--- src/rtl/writeback_regfile.sv ---
// Write-back stage and 31-entry register file (x0 hard-wired to zero) with a committed-write counter.
// Define WRITEBACK_BYPASS_EN to forward the in-flight write-back value to matching read ports.
module writeback_regfile #(
  parameter int CNT_W = 32
) (
  input  logic             clk_i,
  input  logic             rst_i,
  input  logic             RegWrite_i,
  input  logic             MemtoReg_i,
  input  logic [31:0]      MemData_i,
  input  logic [31:0]      RegData_i,
  input  logic [4:0]       RegAddr_i,
  input  logic [4:0]       RSaddr_i,
  input  logic [4:0]       RTaddr_i,
  output logic [31:0]      RSdata_o,
  output logic [31:0]      RTdata_o,
  output logic [31:0]      WBdata_o,
  output logic [CNT_W-1:0] WrCount_o
);

  logic [31:0]      regs [1:31];
  logic [CNT_W-1:0] wr_count;
  logic             commit;

  assign WBdata_o  = MemtoReg_i ? MemData_i : RegData_i;
  assign commit    = RegWrite_i && (RegAddr_i != 5'd0);
  assign WrCount_o = wr_count;

  always_ff @(posedge clk_i or negedge rst_i) begin
    if (!rst_i) begin
      for (int i = 1; i < 32; i++) begin
        regs[i] <= 32'd0;
      end
      wr_count <= '0;
    end else if (commit) begin
      regs[RegAddr_i] <= WBdata_o;
      wr_count        <= wr_count + {{(CNT_W-1){1'b0}}, 1'b1};
    end
  end

  // Reads are gated by reset so the ports are zero for the whole reset window.
  always_comb begin
    RSdata_o = 32'd0;
    if (rst_i && (RSaddr_i != 5'd0)) begin
`ifdef WRITEBACK_BYPASS_EN
      if (commit && (RSaddr_i == RegAddr_i)) begin
        RSdata_o = WBdata_o;
      end else begin
        RSdata_o = regs[RSaddr_i];
      end
`else
      RSdata_o = regs[RSaddr_i];
`endif
    end
  end

  always_comb begin
    RTdata_o = 32'd0;
    if (rst_i && (RTaddr_i != 5'd0)) begin
`ifdef WRITEBACK_BYPASS_EN
      if (commit && (RTaddr_i == RegAddr_i)) begin
        RTdata_o = WBdata_o;
      end else begin
        RTdata_o = regs[RTaddr_i];
      end
`else
      RTdata_o = regs[RTaddr_i];
`endif
    end
  end

endmodule

--- config.mk ---
export PLATFORM = sky130hd
export DESIGN_NAME = writeback_regfile
export DESIGN_NICKNAME = d
export VERILOG_FILES = /design/src/rtl/writeback_regfile.sv
export SDC_FILE = /design/constraint.sdc
export NUM_CORES = 2
export LEC_CHECK = 0
export BUFFER_PORTS_ARGS = -buffer_cell sky130_fd_sc_hd__buf_2
export CAP_MARGIN = 15
export CORE_MARGIN = 10
export CORE_UTILIZATION = 37
export DETAILED_ROUTE_END_ITERATION = 10
export PLACE_DENSITY = 0.6
export SLEW_MARGIN = 15
export SYNTH_ARGS = -nofsm -noshare
export SYNTH_HDL_FRONTEND = slang
export SYNTH_SLANG_ARGS = --single-unit
--- constraint.sdc ---
create_clock -name clk_i -period 2.85 [get_ports clk_i]
set_clock_uncertainty 0.05 [all_clocks]
set_input_delay 0.1425 -clock clk_i [delete_from_list [all_inputs] [get_ports clk_i]]
set_output_delay 0.1425 -clock clk_i [all_outputs]
set_load 0.02 [all_outputs]
* Yosys cells after proc, flatten, opt, wreduce, memory -nomap -nowiden
Cells that the tools add are included.
** Word-level totals
- Flip-flop bits (word level) :: 1024
- Input port bits :: 83
- Output and inout port bits :: 128
** Cells by class
- Add/sub/neg operators :: 1
- $lt $le $gt $ge :: 4
- Mux-type cells :: 12
- Bitwise operators :: 3
- Reduce and logical (&&, ||, !) cells :: 7
** Operator list (count)
- 992-bit bitwise mux :: 1
- 32-bit binary-select mux with 5-bit select :: 2
- 32-bit 2-to-1 mux :: 8
- 32-bit demux with 5-bit select :: 1
- 32-bit by 1-bit adder with 32-bit output, second input constant :: 1
- 6-bit >= comparator, second input constant :: 3
- 5-bit NOT with 6-bit output :: 3
- 5-bit nonzero test :: 3
- 6-bit by 1-bit < comparator with 1-bit output, second input constant :: 1
- 1-bit logical AND :: 4

* Longest topological paths before layout
- Depth after elaboration :: 6
- Mapped depth :: 9

* Worst setup path before layout
OpenSTA, ideal clock, no wires.
- Path type :: input -> output
- From :: input RTaddr_i[1]
- To :: output RTdata_o[11]
- Arrival time :: 1755 ps
- Required time :: 2658 ps
- Setup slack :: 902 ps
- Stages on the path :: 6
- Cell sequence :: buf_4 > buf_6 > buf_2 > buf_1 > mux4_2 > a221o_1
** On the way
- Longest elaborated chain between the ends :: 5
- Elaborated cells on any way between the ends :: 7
- Classes of those cells :: mux: 4; bitwise: 1; reduce/logical: 2
** Ends and longest elaborated chain
- from (decl) :: line 14 : input logic [4:0] RTaddr_i,
- 5-bit NOT with 6-bit output (not written as such) :: line 67 : RTdata_o = regs[RTaddr_i];
- 32-bit binary-select mux with 5-bit select :: line 67
- 32-bit 2-to-1 mux (not written as such) (2 in a row) :: line 67
- 32-bit 2-to-1 mux (*) :: line 59 : if (rst_i && (RTaddr_i != 5'd0)) begin
- to (decl) :: line 16 : output logic [31:0] RTdata_o,
Mark *: on every way between the ends. The rest lies on a longest branch, timed or not. The select of a mux whose other input is x is not followed.

* Final worst setup path
- From :: register regs[396] (netlist bit)
- To :: output RTdata_o[12]
** On the way
- Longest elaborated chain between the ends :: 4
** Ends and longest elaborated chain
- from (decl) :: line 21 : logic [31:0] regs [1:31];
- from (signal, indexed assignment) :: line 36 : regs[RegAddr_i] <= WBdata_o;
- 32-bit binary-select mux with 5-bit select :: line 67
- 32-bit 2-to-1 mux (not written as such) (2 in a row) :: line 67
- 32-bit 2-to-1 mux :: line 59
Every way passes these cells. The select of a mux whose other input is x is not followed.

==> results.py <==
metrics = {
    "global_route": {
        "grt_use_total_pct": 23.6,
        "grt_pass1_vias": 41400,
        "grt_pass1_wl_um": 282000,
        "grt_start_max_net_pins": 169,
        "grt_overflow": 0,
        "antenna_found_initial": 9,
    },
    "critical_path": {
        "crit_buf_inv": 2,
        "reg2reg_slack_ns": 0.54,
        "crit_required_ns": 2.66,
        "critPathLaunchType": "flip-flop",
        "critical_path.max_fanout": 3,
        "cpPeakStageDelay_ns": 0.43,
        "cp-end-kind": "output port",
        "arrival_ns": 2.68,
        "critPathKind": "flip-flop to output port",
        "worstPathCellList": "mux2i_2 > o22ai_1 > a211oi_2 > buf_4 > a22oi_2 > a221o_2 > buf_6",
        "crit_family": "compound AO/OA/AOI/OAI gates",
        "cpMaxStageDelayCell": "a221o_2",
    },
    "route": {
        "post_drt_wl_per_cell_um": 26.9,
        "post_drt_via_cell_ratio": 5.93,
        "ant_nets": 0,
        "wl_um": 191000,
        "vias": 42300,
        "drt-initial-drc-count": 4574,
        "dr.pass1.iters": 6,
        "drc_errors": 0,
    },
    "die": {
        "core.rowCount": 138,
        "die_w_um": 398,
        "die_h_um": 398,
        "initial_core_util_pct": 37.3,
        "core_mm2": 0.142,
        "io_pins": 211,
        "die-area_mm2": 0.159,
    },
    "cts": {
        "cts_sinks": 1024,
        "clkTransAtPathRegs_ns": 0.06,
        "cts_root_buf": "clkbuf_16",
        "clk_path_buf_depth": 3,
        "insertion_delay_ns": 0.75,
        "cts_made_buffers": 113,
        "cts-htree-levels": 3,
        "cts_tree": "done",
    },
    "synthesis": {
        "netlist_instances": 5013,
        "syn_nets": 5097,
        "synth.avg_cell_area_um2": 10.6,
        "synth-seq-area-share_pct": 48.4,
        "yosys_most_used_dff": "dfrtp_1",
        "ys_ff_latch": 1024,
        "async_flop_share_pct": 100,
        "yosysWarnings": 0,
        "synth.distinct_cells": 62,
        "syn-cell-area_mm2": 0.0530,
        "synth_edf_count": 0,
    },
    "layout": {
        "drive_above_1_share_pct": 20.2,
        "area_delta_synth_final_pct": 17.1,
        "final_area_mm2": 0.0620,
        "nets": 5228,
    },
    "placement": {
        "dp_slack_ns": 0.0467,
        "gp_congestion": 0.839,
        "port_buffers": 210,
        "place_hpwl_um": 117000,
        "post_dp_cell_area_mm2": 0.0571,
    },
    "sta": {
        "finalSetupViolations": 1,
        "layout_min_cycle_time_ns": 2.88,
        "worst_slack_ns": -0.0263,
        "hold_viol": 0,
        "slew_violations": 0,
        "rsz0062_at_grt": "yes",
        "worst_pin_slew_ns": 1.12,
        "relSlewSlack_pct": 25.5,
        "period_share_pct": 101,
        "fmax_ghz": 0.348,
    },
    "job": {
        "drv_cap": 0,
    },
    "pwr": {
        "power_density_mw_per_mm2": 734,
        "vdd_drop_max_mv": 0.506,
        "p_leak_nw": 26.8,
    },
    "min_path": {
        "hold_class": "input pin to flip-flop",
    },
    "run_status": {
        "violations": "setup timing",
        "status": "finished with violations",
    },
}
-- worst reg2reg max path: cells and delay by family, from the launching register on --
kind | cells | cell delay [ns]
XOR/XNOR | 1 | 0.18
adder cells (fa/ha/maj) | 1 | 0.21
flip-flops | 1 | 0.44
AND/OR/NAND/NOR | 3 | 1.32
-- placed cells by master, fill, tap and decap left out, types with 31 or more instances in the layout --
cell type	synthesis	layout
dfrtp_1	1024	1024
o21ai_0	561	560
nor2_1	564	558
a21oi_1	516	516
nand2_1	516	499
mux2i_1	428	392
mux4_2	300	300
buf_2	173	195
buf_4	21	171
o22ai_1	125	125
clkbuf_16	0	115
a22oi_1	88	83
dlygate4sd3_1	0	75
buf_12	0	64
inv_1	34	34
clkbuf_8	0	33
o211ai_1	31	31
-- worst paths after layout --
path / cells after the start / startpoint / to
min in group asynchronous: 3 / rst_i / regs[655]$_DFFE_PN0P_
worst max register to register: 5 / WrCount_o[0]$_DFFE_PN0P_ / WrCount_o[24]$_DFFE_PN0P_
worst min-delay path: 4 / MemData_i[15] / regs[527]$_DFFE_PN0P_
worst max-delay path: 7 / regs[396]$_DFFE_PN0P_ / RTdata_o[12]
worst min register to register: 1 / WrCount_o[31]$_DFFE_PN0P_ / WrCount_o[31]$_DFFE_PN0P_
max in group asynchronous: 4 / rst_i / regs[31]$_DFFE_PN0P_
-- sequential cells by signal, indices dropped and copies added (netlist names) --
signal     flops
WrCount_o     32
regs         992
-- cells in the mapped netlist, types with 3 or more instances --
cell	number	area share, %
dfrtp_1	1024	48
nor2_1	564	4.0
o21ai_0	561	5.3
a21oi_1	516	4.9
nand2_1	516	3.7
mux2i_1	428	8.1
mux4_2	300	13
clkbuf_1	275	1.9
buf_2	173	1.6
o22ai_1	125	1.5
a22oi_1	88	1.2
inv_1	34	0.24
o211ai_1	31	0.44
a22o_1	29	0.48
a211oi_1	28	0.40
a221o_1	28	0.53
o2bb2ai_1	28	0.46
xnor2_1	27	0.45
a2111oi_0	25	0.41
a21o_1	25	0.35
buf_4	21	0.30
buf_6	19	0.40
nand3_1	17	0.16
nor2_2	11	0.13
nand4_1	10	0.12
a221oi_1	9	0.15
and3_1	9	0.11
buf_1	9	0.064
mux2_2	7	0.15
a31o_2	6	0.099
o21a_1	6	0.085
o31a_1	6	0.099
nor2_4	5	0.11
nand3b_1	4	0.057
nor3b_1	4	0.057
xor2_1	4	0.066
and4_1	3	0.050
inv_2	3	0.021
nand2b_1	3	0.035
nor2b_1	3	0.035
o31ai_1	3	0.043
-- what timing repair did --
action / in CTS / in global routing
resized for setup: 25 / 23
endpoints found under the setup margin: 11 / 20
setup buffers: 6 / 0
pin swaps: 4 / 10
hold endpoints to repair: 1128 / 0
hold buffers: 75 / 0
-- per-stage QoR --
step / power [mW] / hold slack (ns) / utilization, % / cells / TNS (ns)
3_5_place_dp: 29.8 / 0.227 / 40.2 / 6839 / 0
2_1_floorplan: 26.5 / -0.203 / - / 5013 / 0
4_1_cts: 45.5 / 0.00108 / 43.6 / 7126 / -0.0856
5_1_grt: 47.6 / 0.0781 / 43.7 / 7125 / -0.103
6_report: 45.5 / 0.0556 / 43.7 / 7127 / -0.0263
3_3_place_gp: 29.4 / 0.217 / 40.2 / 6839 / 0
-- layer usage --
layer | GRT usage, % | vias up | routed length (um) | share of wire, %
li1 | - | 18500 | - | -
met1 | 33.1 | 21500 | 81500 | 43
met2 | 35.8 | 1920 | 85600 | 45
met3 | 5.54 | 343 | 17500 | 9.1
met4 | 8.02 | 10 | 6780 | 3.5
met5 | 0 | - | 58 | 0.030
-- cell type report --
cell class,count,area [um2]
Fill cell,13300,79900
Sequential cell,1024,25600
Tap cell,1890,2360
Clock buffer,170,3400
Clock inverter,36,524
Multi-Input combinational cell,3453,25500
Antenna cell,2,5.00
Timing Repair Buffer,515,4430
Inverter,37,139
-- power breakdown --
group | switching (mW) | total, mW | internal, mW
sequential | 2.52 | 20.2 | 17.7
clock | 6.34 | 15.5 | 9.20
combinational | 4.98 | 9.71 | 4.73
-- cell families (layout without fill, tap and decap cells) --
kind of cell,after synthesis,after routing,synth area share [%]
adders and majority gates,1,1,0.0236
and+or+nand+nor,1169,1169,8.92
AOI/OAI and AO/OA,1517,1517,16.5
muxes,735,735,21.0
buffers and inverters,536,758,4.65
xor gates and xnor gates,31,31,0.513
other,0,2,0
DFF,1024,1024,48.4
Note: power is estimated with default switching activity, not from simulation.
